--- src/rtl/vram_frame_writer.sv ---
// Port-A write master for the dual-port video RAM: single-pixel draws and full-frame clears.
// Define VRAM_FRAME_WRITER_BRUSH3_EN to paint a 3x3 brush around each accepted draw point.
module vram_frame_writer #(
   parameter int H_RES      = 480,
   parameter int V_RES      = 272,
   parameter int COLOR_BITS = 9,
   parameter int ADDR_BITS  = 17
) (
   input  logic                  cclk,
   input  logic                  rst,
   input  logic                  draw_req,
   input  logic [11:0]           draw_x,
   input  logic [11:0]           draw_y,
   input  logic [COLOR_BITS-1:0] draw_color,
   input  logic                  clear_req,
   input  logic [COLOR_BITS-1:0] clear_color,
   output logic                  wr_ena,
   output logic [ADDR_BITS-1:0]  wr_addr,
   output logic [COLOR_BITS-1:0] wr_data,
   output logic                  busy,
   output logic                  clear_done
);

   localparam int NPIX     = H_RES * V_RES;
   // One spare bit so the sweep counter can hold NPIX even when NPIX == 2**ADDR_BITS.
   localparam int CNT_BITS = ADDR_BITS + 1;

   typedef enum logic [1:0] {
      IDLE,
      CLEAR,
      BRUSH
   } state_t;

   state_t              state;
   logic                clear_q;
   logic [CNT_BITS-1:0] clr_cnt;
   logic                clear_edge;
   logic                draw_ok;

   assign clear_edge = clear_req & ~clear_q;
   assign draw_ok    = draw_req && (32'(draw_x) < 32'(H_RES)) && (32'(draw_y) < 32'(V_RES));

`ifdef VRAM_FRAME_WRITER_BRUSH3_EN
   typedef struct packed {
      logic                 ok;
      logic [ADDR_BITS-1:0] addr;
   } pix_t;

   logic [11:0]           brush_x;
   logic [11:0]           brush_y;
   logic [COLOR_BITS-1:0] brush_color;
   logic [3:0]            step;
   pix_t                  pix_first;
   pix_t                  pix_next;

   // Step s visits (x + s%3 - 1, y + s/3 - 1); off-frame neighbours are flagged, not wrapped.
   function automatic pix_t brush_pix(input logic [11:0] cx, input logic [11:0] cy,
                                      input logic [3:0] s);
      int   px;
      int   py;
      pix_t p;
      px     = int'(cx) + int'(s) % 3 - 1;
      py     = int'(cy) + int'(s) / 3 - 1;
      p.ok   = (px >= 0) && (px < H_RES) && (py >= 0) && (py < V_RES);
      p.addr = ADDR_BITS'(py * H_RES + px);
      return p;
   endfunction

   assign pix_first = brush_pix(draw_x, draw_y, 4'd0);
   assign pix_next  = brush_pix(brush_x, brush_y, step);
`else
   logic [ADDR_BITS-1:0] draw_addr;

   assign draw_addr = ADDR_BITS'(32'(draw_y) * 32'(H_RES) + 32'(draw_x));
`endif

   // NOTE: all state here is updated with <= so clear_edge always compares against the
   // previous cycle's clear_req, regardless of statement order inside the block.
   always_ff @(posedge cclk) begin
      if (rst) begin
         state       <= IDLE;
         clear_q     <= 1'b0;
         clr_cnt     <= '0;
         wr_ena      <= 1'b0;
         wr_addr     <= '0;
         wr_data     <= '0;
         busy        <= 1'b0;
         clear_done  <= 1'b0;
`ifdef VRAM_FRAME_WRITER_BRUSH3_EN
         brush_x     <= '0;
         brush_y     <= '0;
         brush_color <= '0;
         step        <= '0;
`endif
      end else begin
         clear_q <= clear_req;
         case (state)
            IDLE: begin
               if (clear_edge) begin
                  // wr_data holds the fill colour for the whole sweep.
                  state      <= CLEAR;
                  clr_cnt    <= CNT_BITS'(1);
                  wr_ena     <= 1'b1;
                  wr_addr    <= '0;
                  wr_data    <= clear_color;
                  busy       <= 1'b1;
                  clear_done <= 1'b0;
               end else if (draw_ok) begin
`ifdef VRAM_FRAME_WRITER_BRUSH3_EN
                  state       <= BRUSH;
                  brush_x     <= draw_x;
                  brush_y     <= draw_y;
                  brush_color <= draw_color;
                  step        <= 4'd1;
                  wr_ena      <= pix_first.ok;
                  wr_addr     <= pix_first.addr;
                  wr_data     <= draw_color;
                  busy        <= 1'b1;
`else
                  wr_ena  <= 1'b1;
                  wr_addr <= draw_addr;
                  wr_data <= draw_color;
`endif
               end else begin
                  wr_ena <= 1'b0;
               end
            end

            CLEAR: begin
               if (clr_cnt == CNT_BITS'(NPIX)) begin
                  state      <= IDLE;
                  wr_ena     <= 1'b0;
                  busy       <= 1'b0;
                  clear_done <= 1'b1;
               end else begin
                  wr_ena  <= 1'b1;
                  wr_addr <= clr_cnt[ADDR_BITS-1:0];
                  clr_cnt <= clr_cnt + CNT_BITS'(1);
               end
            end

`ifdef VRAM_FRAME_WRITER_BRUSH3_EN
            BRUSH: begin
               if (step == 4'd9) begin
                  state  <= IDLE;
                  wr_ena <= 1'b0;
                  busy   <= 1'b0;
               end else begin
                  wr_ena  <= pix_next.ok;
                  wr_addr <= pix_next.addr;
                  wr_data <= brush_color;
                  step    <= step + 4'd1;
               end
            end
`endif

            default: begin
               state  <= IDLE;
               wr_ena <= 1'b0;
               busy   <= 1'b0;
            end
         endcase
      end
   end

endmodule

--- config.mk ---
export PLATFORM = sky130hd
export DESIGN_NAME = vram_frame_writer
export DESIGN_NICKNAME = d
export VERILOG_FILES = /design/src/rtl/vram_frame_writer.sv
export SDC_FILE = /design/constraint.sdc
export NUM_CORES = 1
export LEC_CHECK = 0
export BUFFER_PORTS_ARGS = -buffer_cell sky130_fd_sc_hd__buf_4
export CORE_MARGIN = 1.5
export CORE_UTILIZATION = 30
export CTS_BUF_LIST = sky130_fd_sc_hd__clkbuf_4 sky130_fd_sc_hd__clkbuf_8
export CTS_CLUSTER_DIAMETER = 120
export DETAILED_ROUTE_END_ITERATION = 7
export HOLD_SLACK_MARGIN = 0.1
export SLEW_MARGIN = 20
export SYNTH_ARGS = -nofsm -noshare
export SYNTH_HDL_FRONTEND = slang
export SYNTH_SLANG_ARGS = --single-unit
--- constraint.sdc ---
create_clock -name cclk -period 8.62 [get_ports cclk]
set_input_delay 1.293 -clock cclk [delete_from_list [all_inputs] [get_ports cclk]]
set_output_delay 1.293 -clock cclk [all_outputs]
set_load 0.01 [all_outputs]
=== Yosys cells after proc, flatten, opt, wreduce, memory -nomap -nowiden ===
Cells that the tools add are included.

* Register bits after elaboration: 50
* Bits in latches: 0
* RAM bits: 0
* ROM bits: 0
* Bits of input ports: 46
* Output and inout bits: 29
* Logic and storage cells: 53
* Memories: 0

* $add $sub $neg: 2
* Multiply operators: 1
* Div/mod/pow operators: 0
* $lt $le $gt $ge: 2
* Eq/ne operators: 6
* Shift operators: 0
* Mux-type cells: 22
* Bitwise gates (word level): 2
* Reduce and logical (&&, ||, !) cells: 10

{| class="wikitable"
|+ Operators with widths
! operator !! number
|-
| two-way mux 17 bit || 3
|-
| two-way mux 18 bit || 2
|-
| one-hot mux 18 bit (2 select lines) || 1
|-
| one-hot mux 17 bit (2 select lines) || 1
|-
| less-than comparator 12 x 9 -> 1 bit, second input constant || 2
|-
| adder 18 x 1 -> 18 bit, second input constant || 1
|-
| == test 18 x 17 -> 1 bit, second input constant || 1
|-
| two-way mux 9 bit || 2
|-
| adder 17 x 12 -> 17 bit || 1
|-
| multiplier 12 x 4 -> 12 bit, second input constant || 1
|-
| AND reduction 3 bit || 3
|-
| two-way mux 1 bit || 7
|-
| inequality test 2 bit, second input constant || 3
|-
| one-hot mux 1 bit (2 select lines) || 3
|-
| two-way mux 2 bit || 2
|-
| one-hot mux 2 bit (2 select lines) || 1
|-
| AND reduction 2 bit || 2
|-
| nonzero test 2 bit || 2
|-
| inequality test 3 bit, second input constant || 1
|-
| == test 2 x 1 -> 1 bit, second input constant || 1
|-
| logical AND 1 bit || 2
|-
| logical NOT 2 bit || 1
|-
| AND 1 bit || 1
|-
| inverter 1 bit || 1
|}

=== Depth between registers and ports, before layout ===
Gate-level depths: netlist of run 1.

* Depth after elaboration: 6
* Depth in mapped cells: 15
* Gate-level depth less buffers: 15

=== Least setup slack after synthesis of run 1 ===
No wires, ideal clock.

* Path type: input port to flip-flop
* Start: input port draw_y[4]
* End: register wr_addr[12]
* Setup time: 0.086 ns
* Arrival: 4.567 ns
* Data required time: 8.534 ns
* Path slack: 3.967 ns
* Stages: 15
* Path buffers: 0
* Path through: inv_1 fa_1 fa_1 inv_1 ha_1 a21oi_1 nand2_1 xor2_1 ha_1 a21o_1 o32a_1 o41a_1 xor2_1 a22oi_1 a211oi_1

* Word-level cells in the longest chain between the ends: 5
* Elaborated cells on any way between the ends: 9
* Those cells by class: 1 x add/sub; 1 x mul; 1 x order compare; 1 x eq/ne; 3 x mux; 2 x reduce/logical

{| class="wikitable"
|+ RTL lines
! element !! RTL line !! RTL
|-
| from (decl) || 13 || <nowiki>input logic [11:0] draw_y,</nowiki>
|-
| multiplier 12 x 4 -> 12 bit || 74 || <nowiki>assign draw_addr = ADDR_BITS'(32'(draw_y) * 32'(H_RES) + 32'(draw_x));</nowiki>
|-
| adder 17 x 12 -> 17 bit || 74 ||
|-
| two-way mux 17 bit || 108 || <nowiki>end else if (draw_ok) begin</nowiki>
|-
| two-way mux 17 bit || 99 || <nowiki>if (clear_edge) begin</nowiki>
|-
| one-hot mux 17 bit (2 select lines) || 97 || <nowiki>case (state)</nowiki>
|-
| to (signal assigned) || 121 || <nowiki>wr_addr <= draw_addr;</nowiki>
|-
| to (signal assigned) || 137 || <nowiki>wr_addr <= clr_cnt[ADDR_BITS-1:0];</nowiki>
|-
| to (decl) || 18 || <nowiki>output logic [ADDR_BITS-1:0] wr_addr,</nowiki>
|}

Several ways; a longest one is shown, not always the timed one. The select of a mux whose other input is x is not followed.
A chain may end at the register's enable or synchronous reset.

=== Worst setup path in the final report of run 1 ===
Ends and elaborated chain as after synthesis.

==> results of run 1 <==
==> metal layers <==
layer / track usage, % / share of wire, % / up-vias
met5: 0 / 0 / -
met4: 3.76 / 1.0 / 0
met2: 24.0 / 49 / 68
met3: 1.81 / 4.4 / 7
met1: 18.9 / 45 / 1455
li1: - / - / 1544
==> cell families (layout without fill, tap and decap cells) <==
logic type	count (synthesis)	count (layout)	share of synthesized area, %
simple gates	130	130	18.7
compound gates	88	88	18.8
buf+inv	53	120	5.89
flops	48	48	27.7
fa+ha+maj	41	41	18.7
xor+xnor	25	25	6.32
mux	13	13	3.83
==> area by class of cell <==
cell class | instances | area [um2] | share of cell area (%)
Multi-Input combinational cell | 297 | 2300 | 54.3
Clock inverter | 1 | 5.00 | 0.118
Tap cell | 143 | 179 | 4.23
Inverter | 37 | 139 | 3.28
Timing Repair Buffer | 76 | 571 | 13.5
Clock buffer | 6 | 76.3 | 1.80
Sequential cell | 48 | 961 | 22.7
==> layout by cell type (no fill, tap or decap), types with 3 or more instances in the layout <==
cell / synthesis / final
buf_4: 0 / 76
nor2_1: 53 / 53
dfxtp_1: 48 / 48
inv_1: 36 / 36
ha_1: 23 / 23
a211oi_1: 22 / 22
nand2_1: 21 / 21
fa_1: 18 / 18
a21oi_1: 17 / 17
nand3_1: 13 / 13
xnor2_1: 13 / 13
xor2_1: 12 / 12
mux2i_1: 11 / 11
a22oi_1: 11 / 11
nor3_1: 7 / 7
a21o_1: 6 / 6
nand4_1: 5 / 5
nand2b_1: 5 / 5
o21ai_0: 5 / 5
clkbuf_8: 0 / 5
o21ai_1: 4 / 4
nor4_1: 3 / 3
o21a_1: 3 / 3
a311oi_1: 3 / 3
==> state kept, by name, indices dropped and copies added (netlist names) <==
register / cells
wr_addr: 17
clear_done: 1
wr_ena: 1
busy: 1
clear_q: 1
clr_cnt: 18
wr_data: 9
==> power breakdown <==
| part | switching (mW) | total (mW) | leakage [nW] | internal (mW) |
|---|---|---|---|---|
| combinational | 0.235 | 0.432 | 1.41 | 0.197 |
| clock | 0.0692 | 0.128 | 0.0445 | 0.0584 |
| sequential | 0.00961 | 0.248 | 0.393 | 0.239 |
==> worst max-delay path, delay by kind of cell <==
family,cells,cell delay (ns)
XOR/XNOR,2,0.31
AND/OR/NAND/NOR,1,0.08
buffers and inverters,3,0.34
AO/OA/AOI/OAI,6,1.17
adder cells (fa/ha/maj),4,1.69
==> worst paths after layout <==
| kind | to | depth (start not counted) |
|---|---|---|
| max | wr_addr[12] | 16 |
| min | clear_done | 2 |
| max reg2reg | wr_addr[16] | 7 |
| min reg2reg | clear_done | 2 |
==> metrics by stage <==
stage	utilization, %	total power, mW
6_report	37.4	0.808
5_1_grt	37.4	0.869
3_3_place_gp	36.6	0.675
3_5_place_dp	36.6	0.686
2_1_floorplan	-	0.571
4_1_cts	37.4	0.817
==> metrics.txt, run 1 <==
Max Cap Viol=0; fin nets=around 550; via count=3074; clock root cell=clkbuf_8; top cells by count, synth=nor2_1, dfxtp_1, inv_1; VDD IR max=0.0000726 V; Synth area leader=dfxtp_1; setup TNS=0 ns; number of synthesized flops with an enable pin=0; Starting Density=30.6%; htree depth=2; period utilization=54.3%; Critical Path AT=4.90 ns; post-route non-filler standard cell count=608; # diodes=0; Top Ports=75; CP peak stage delay=slightly above 0.5 ns; status=finished, final reports clean; Post-CTS Resized=0; RSZ-0062 raised after global routing=false; Synth area leaders=dfxtp_1, fa_1, ha_1; CP cell instances=buf_4, inv_1, fa_1, fa_1, inv_1, ha_1, a21oi_1, nand2_1, xor2_1, ha_1, a21o_1, o32a_1, o41a_1, xor2_1, a22oi_1, a211oi_1; Hold WC Path Type=reg2reg; top fanout value on the critical path=7; Worst Setup Start Kind=input port; worst slack at placement=around 3.6 ns; Yosys top cell area share=27.7%; cell count after synthesis=~400; Core Rows=39; number of vias per cell=about 5.1; final slew viol count=0; Fin Clk Skew=0.00536 ns; CORE AREA=11300 um2; gr ovfl total=0; static leakage power=1.84 nW; Rel. slew slack=about a third; fmax=0.213 GHz; r2r startpoint=clear_q; Syn-to-layout area delta=22.1%; clk sinks=48; die height=110 um; design area=4230 um2; worst reg-to-reg setup slack=between 5 and 6 ns; Die ar.=12200 um2; filler cell count=1177; cts bufs inserted=5; Post-CTS Hold Fix Bufs=0; layout cells sized above 1=20.4%; sequential area share after synthesis=27.7%; post-layout minimum cycle time=4.68 ns; final setup fails=0; post-synthesis average cell area=just under 9 um2; GPL Wtd Cong=0.839; synthesized area=3460 um2; Worst setup EP type=flop; Post-DRT Antenna Nets=0; Clock Path Buffers=2; # port buffers=74; largest net degree at the start of global routing=37; total wire length=between 8 and 9 mm; CTS tree=built; syn_nets=485; final hold violations=0; CTS clock-pin slew for the worst setup and hold paths=0.08 ns; DRC violations left=0; ys flop type=dfxtp_1; WHS=about 0.48 ns; Inst Count DP=601; DP Area=about 4100 um2; CP startpoint=draw_y[4]; total track usage=between 10 and 15%; DR iter-0 viols=185; post-CTS setup buffers=0; Die W=110 um; Yosys reg bits=48; Unique masters post-synth=58; yosys warns=0; worst skew pair latency=0.29 ns; crit path kind=in2reg; most common cell in the netlist=nor2_1; min-delay src=clear_done; vias in the first global route=2947; Critical Path RT=8.83 ns; wire per inst=14.0 um; DR pass1 iterations=4; PwrDens=between 150 and 200 nW/um2; DPL Wire Length=between 6 and 7 mm; initial antenna violation count=0; Worst Setup Slack, final=3.94 ns; first-pass GRT wire length=14.3 mm; Synth async-reset ratio=0%; worst-margin pin slew=1.01 ns; CP max-delay cell=fa_1
Note: power is estimated with default switching activity, not from simulation.
==> run 2, diff against run 1 <==
- clock period: 8.62 -> 4.85 ns (I/O delays scaled with it)
==> metrics.txt, run 2 (synthesis results as in run 1) <==
status=finished, final reports clean; Die ar.=around 12000 um2; # port buffers=74; Max Used Layer=met4; Post-CTS Hold Fix Bufs=0; DRC violations left=0; Largest Register=clr_cnt; Clock Path Buffers=2; worst skew pair latency=0.31 ns; Rel. slew slack=34.5%; clock root cell=clkbuf_8; filler cell count=between 1k and 1.5k; vias in the first global route=2956; static leakage power=approximately 1.9 nW; CORE AREA=11300 um2; Critical Path RT=5.09 ns; PwrDens=353 nW/um2; flip-flop count of the largest register after layout=18; die height=110 um; final hold violations=0; GPL Wtd Cong=0.833; setup TNS=0 ns; post-route non-filler standard cell count=610; Worst setup EP type=flop; Inst Count DP=602; layout cells sized above 1=20.8%; post-layout minimum cycle time=4.13 ns; Fin Clk Skew=0.0113 ns; CTS clock-pin slew for the worst setup and hold paths=0.10 ns; Critical Path AT=4.37 ns; CTS tree=built; largest net degree at the start of global routing=37; final setup fails=0; crit path kind=in2reg; worst-margin pin slew=a little under 1 ns; via count=3084; wire per inst=14.0 um; fin nets=553; largest registers=clr_cnt: 18 flops, wr_addr: 17 flops, wr_data: 9 flops; Top Ports=75; Die W=between 100 and 150 um; fmax=0.242 GHz; number of vias per cell=5.06; htree depth=2; first-pass GRT wire length=roughly 14 mm; WL met1=3.88 mm; DR iter-0 viols=181; initial antenna violation count=0; post-CTS setup buffers=0; DP Area=approximately 4200 um2; Hold WC Path Type=reg2reg; # diodes=0; Syn-to-layout area delta=23.3%; RSZ-0062 raised after global routing=false; Post-DRT Antenna Nets=0; Starting Density=between 30% and 40%; VDD IR max=0.000218 V; cts bufs inserted=5; design area=4270 um2; gr ovfl total=0; DPL Wire Length=6.80 mm; most frequent cells in the layout=buf_4, nor2_1, dfxtp_1; total wire length=between 8 and 9 mm; met2 WL=~4.1 mm; clk sinks=between 40 and 50; top fanout value on the critical path=7; met3 WL=459 um; final slew viol count=0; period utilization=85.2%; Max Cap Viol=0; Post-CTS Resized=0; Worst Setup Start Kind=input port; DR pass1 iterations=4; total track usage=~14%; commonest non-fill, non-tap cell in the layout=buf_4; Core Rows=39
-- run 2: cell count changes in the layout (fill, tap and decap cells not counted) --
| cell | previous run | this run |
|---|---|---|
| clkbuf_4 | 1 | 0 |
| bufinv_16 | 0 | 1 |
| inv_6 | 0 | 1 |
| clkinvlp_4 | 0 | 1 |
| clkinv_2 | 1 | 0 |
| buf_4 | 76 | 77 |
-- run 2: final timing paths --
kind         startpoint  slack, ns           to  cells past startpoint
min          clear_done       0.50   clear_done                      2
max reg2reg     clear_q       2.11  clr_cnt[15]                      7
min reg2reg  clear_done       0.50   clear_done                      2
max           draw_y[4]       0.72  wr_addr[12]                     16
-- run 2: area by class of cell --
class,instances,area (um2),area share (%)
clock inverter,3,46.3,1.08
multi-input combinational,297,2300,53.8
clock buffer,5,68.8,1.61
timing repair buffer,77,578,13.5
tap,143,179,4.19
inverter,37,139,3.25
sequential,48,961,22.5
-- run 2: critical path, cell delays in order --
cell and delay, ns:
buf_4 0.10, inv_1 0.20, fa_1 0.49, fa_1 0.51
inv_1 0.04, ha_1 0.37, a21oi_1 0.20, nand2_1 0.09
xor2_1 0.14, ha_1 0.33, a21o_1 0.19, o32a_1 0.28
o41a_1 0.16, xor2_1 0.18, a22oi_1 0.08, a211oi_1 0.26
-- run 2: power by group --
| group | leakage [nW] | internal, mW | total [mW] | switching [mW] |
|---|---|---|---|---|
| registers | 0.393 | 0.425 | 0.442 | 0.0172 |
| logic | 1.41 | 0.351 | 0.769 | 0.418 |
| clock network | 0.0548 | 0.155 | 0.299 | 0.143 |
| total | 1.86 | 0.931 | 1.51 | 0.579 |
-- run 2: metal layers --
layer  global-route usage, %  vias to the layer above
met5                       0                        -
met4                    4.27                        0
met3                    1.98                       11
met2                    24.1                       84
met1                    18.3                     1448
li1                        -                     1541
-- run 2: per-stage QoR --
stage | hold slack [ns] | worst slack, ns | util [%] | power [mW]
floorplan | 0.484 | 0.763 | - | 1.01
global placement | 0.481 | 0.481 | 36.7 | 1.20
detailed placement | 0.479 | 0.397 | 36.7 | 1.22
CTS | 0.503 | 0.717 | 37.7 | 1.52
global route | 0.527 | 0.492 | 37.7 | 1.62
finish | 0.500 | 0.717 | 37.7 | 1.51
==> run 3, diff against run 2 <==
- CORE_ASPECT_RATIO: not set -> 2
- CORE_UTILIZATION: 30 -> 50
- PLACE_DENSITY: not set -> 0.74
==> metrics.txt, run 3 (synthesis results as in run 1) <==
worst path bufs/invs=3; largest registers=clr_cnt: 18 flops, wr_addr: 17 flops, wr_data: 9 flops; filler cell count=613; largest net degree at the start of global routing=37; total track usage=~25%; final setup fails=0; Syn-to-layout area delta=21.5%; area of the multi-input gates=2300 um2; crit path kind=in2reg; number of vias per cell=5.59; Post-DRT Antenna Nets=0; DR pass1 iterations=4; Core Rows=42; hold path depth=2; CP Depth=16; Storage cell area=a little under 1000 um2; commonest non-fill, non-tap cell in the layout=buf_4; fin nets=552; total wire length=8.73 mm; # port buffers=between 70 and 80; Worst Reg-to-Reg Cells=7; die height=around 120 um; GPL Wtd Cong=0.859; CP peak stage delay=between 0.5 and 0.6 ns; Die ar.=~7500 um2; setup TNS=0 ns; Hold WC Path Type=reg2reg; Post-CTS Hold Fix Bufs=0; Max Cap Viol=0; gr ovfl total=0; Clock Path Buffers=2; top fanout value on the critical path=7; CP cell instances=buf_4, inv_1, fa_1, fa_1, inv_1, ha_1, a21oi_1, nand2_1, xor2_1, ha_1, a21o_1, o32a_1, o41a_1, a21oi_1, o21ai_1, a311oi_1; DPL Wire Length=7.10 mm; post-CTS setup buffers=0; CORE AREA=roughly 6700 um2; Critical Path RT=5.08 ns; layout cells sized above 1=between 20% and 30%; kind of cell adding the most delay to the critical path=adder cells; Inst Count DP=roughly 550; cts bufs inserted=5; Rel. slew slack=43.0%; initial antenna violation count=0; Top Ports=75; Worst Setup Start Kind=input port; post-layout minimum cycle time=4.14 ns; Post-CTS Resized=0; period utilization=85.4%; worst skew pair latency=0.31 ns; htree depth=2; flip-flop count of the largest register after layout=18; Largest Register=clr_cnt; status=finished, final reports clean; clock root cell=clkbuf_8; CTS tree=built; worst-margin pin slew=0.852 ns; clk sinks=48; Fin Clk Skew=slightly below 0.006 ns; final slew viol count=0; CP max-delay cell=fa_1; fmax=0.241 GHz; via count=3091; Die W=61.9 um; VDD IR max=0.000198 V; static leakage power=1.86 nW; RSZ-0062 raised after global routing=false; post-route non-filler standard cell count=between 500 and 600; first-pass GRT wire length=14.0 mm; DRC violations left=0; wire per inst=15.8 um; # diodes=0; Critical Path AT=4.37 ns; PwrDens=368 nW/um2; vias in the first global route=3156; most frequent cells in the layout=buf_4, nor2_1, dfxtp_1; Starting Density=between 50% and 60%; final hold violations=0; CTS clock-pin slew for the worst setup and hold paths=roughly 0.080 ns; DR iter-0 viols=between 150 and 200; Worst setup EP type=flop
-- run 3: changes by cell type in the layout (fill, tap and decap cells not counted), sizes merged --
cell and delta:
bufinv +1, inv -1, buf -1, clkinvlp -1
-- run 3: path summary, 6_finish.rpt --
check,from,slack [ns],to
max,draw_y[4],0.71,wr_addr[14]
min,clear_done,0.49,clear_done
max reg2reg,clear_q,2.11,clr_cnt[15]
min reg2reg,clear_done,0.49,clear_done
-- run 3: final cells by class --
type	count	area share [%]
Clock inverter	2	1.43
Timing Repair Buffer	76	13.6
Multi-Input combinational cell	297	54.6
Clock buffer	5	1.64
Inverter	37	3.30
Sequential cell	48	22.8
Tap cell	88	2.62
-- run 3: worst reg2reg max path, cell delays in order (launching register included) --
cell and delay (ns):
dfxtp_1 0.30, and2b_1 0.62, or2_1 0.39, o41ai_2 0.13, buf_4 0.20, or4_4 0.56, or3_1 0.33, a21oi_1 0.15
-- run 3: where the power goes --
group / total, mW / switching (mW) / internal [mW]
clock network: 0.333 / 0.131 / 0.203
logic: 0.771 / 0.421 / 0.350
registers: 0.445 / 0.0203 / 0.424
total: 1.55 / 0.572 / 0.977
-- run 3: layer usage --
layer / part of all wire, % / track usage [%] / routed length [um] / vias up
li1: - / - / - / 1534
met1: 32 / 21.7 / 2820 / 1443
met2: 58 / 48.0 / 5090 / 80
met3: 3.5 / 3.64 / 309 / 34
met4: 5.9 / 16.0 / 512 / 0
met5: 0 / 0 / 0 / -
-- run 3: stage by stage --
| stage | total power [mW] | setup WS (ns) | cell area (um2) | utilization (%) | hold WS (ns) |
|---|---|---|---|---|---|
| global route | 1.66 | 0.452 | 4210 | 63.0 | 0.513 |
| finish | 1.55 | 0.706 | 4210 | 63.0 | 0.487 |
| CTS | 1.55 | 0.719 | 4210 | 63.0 | 0.489 |
| floorplan | 1.01 | 0.763 | 3460 | - | 0.484 |
| detailed placement | 1.22 | 0.404 | 4080 | 61.1 | 0.469 |
| global placement | 1.20 | 0.495 | 4080 | 61.1 | 0.456 |
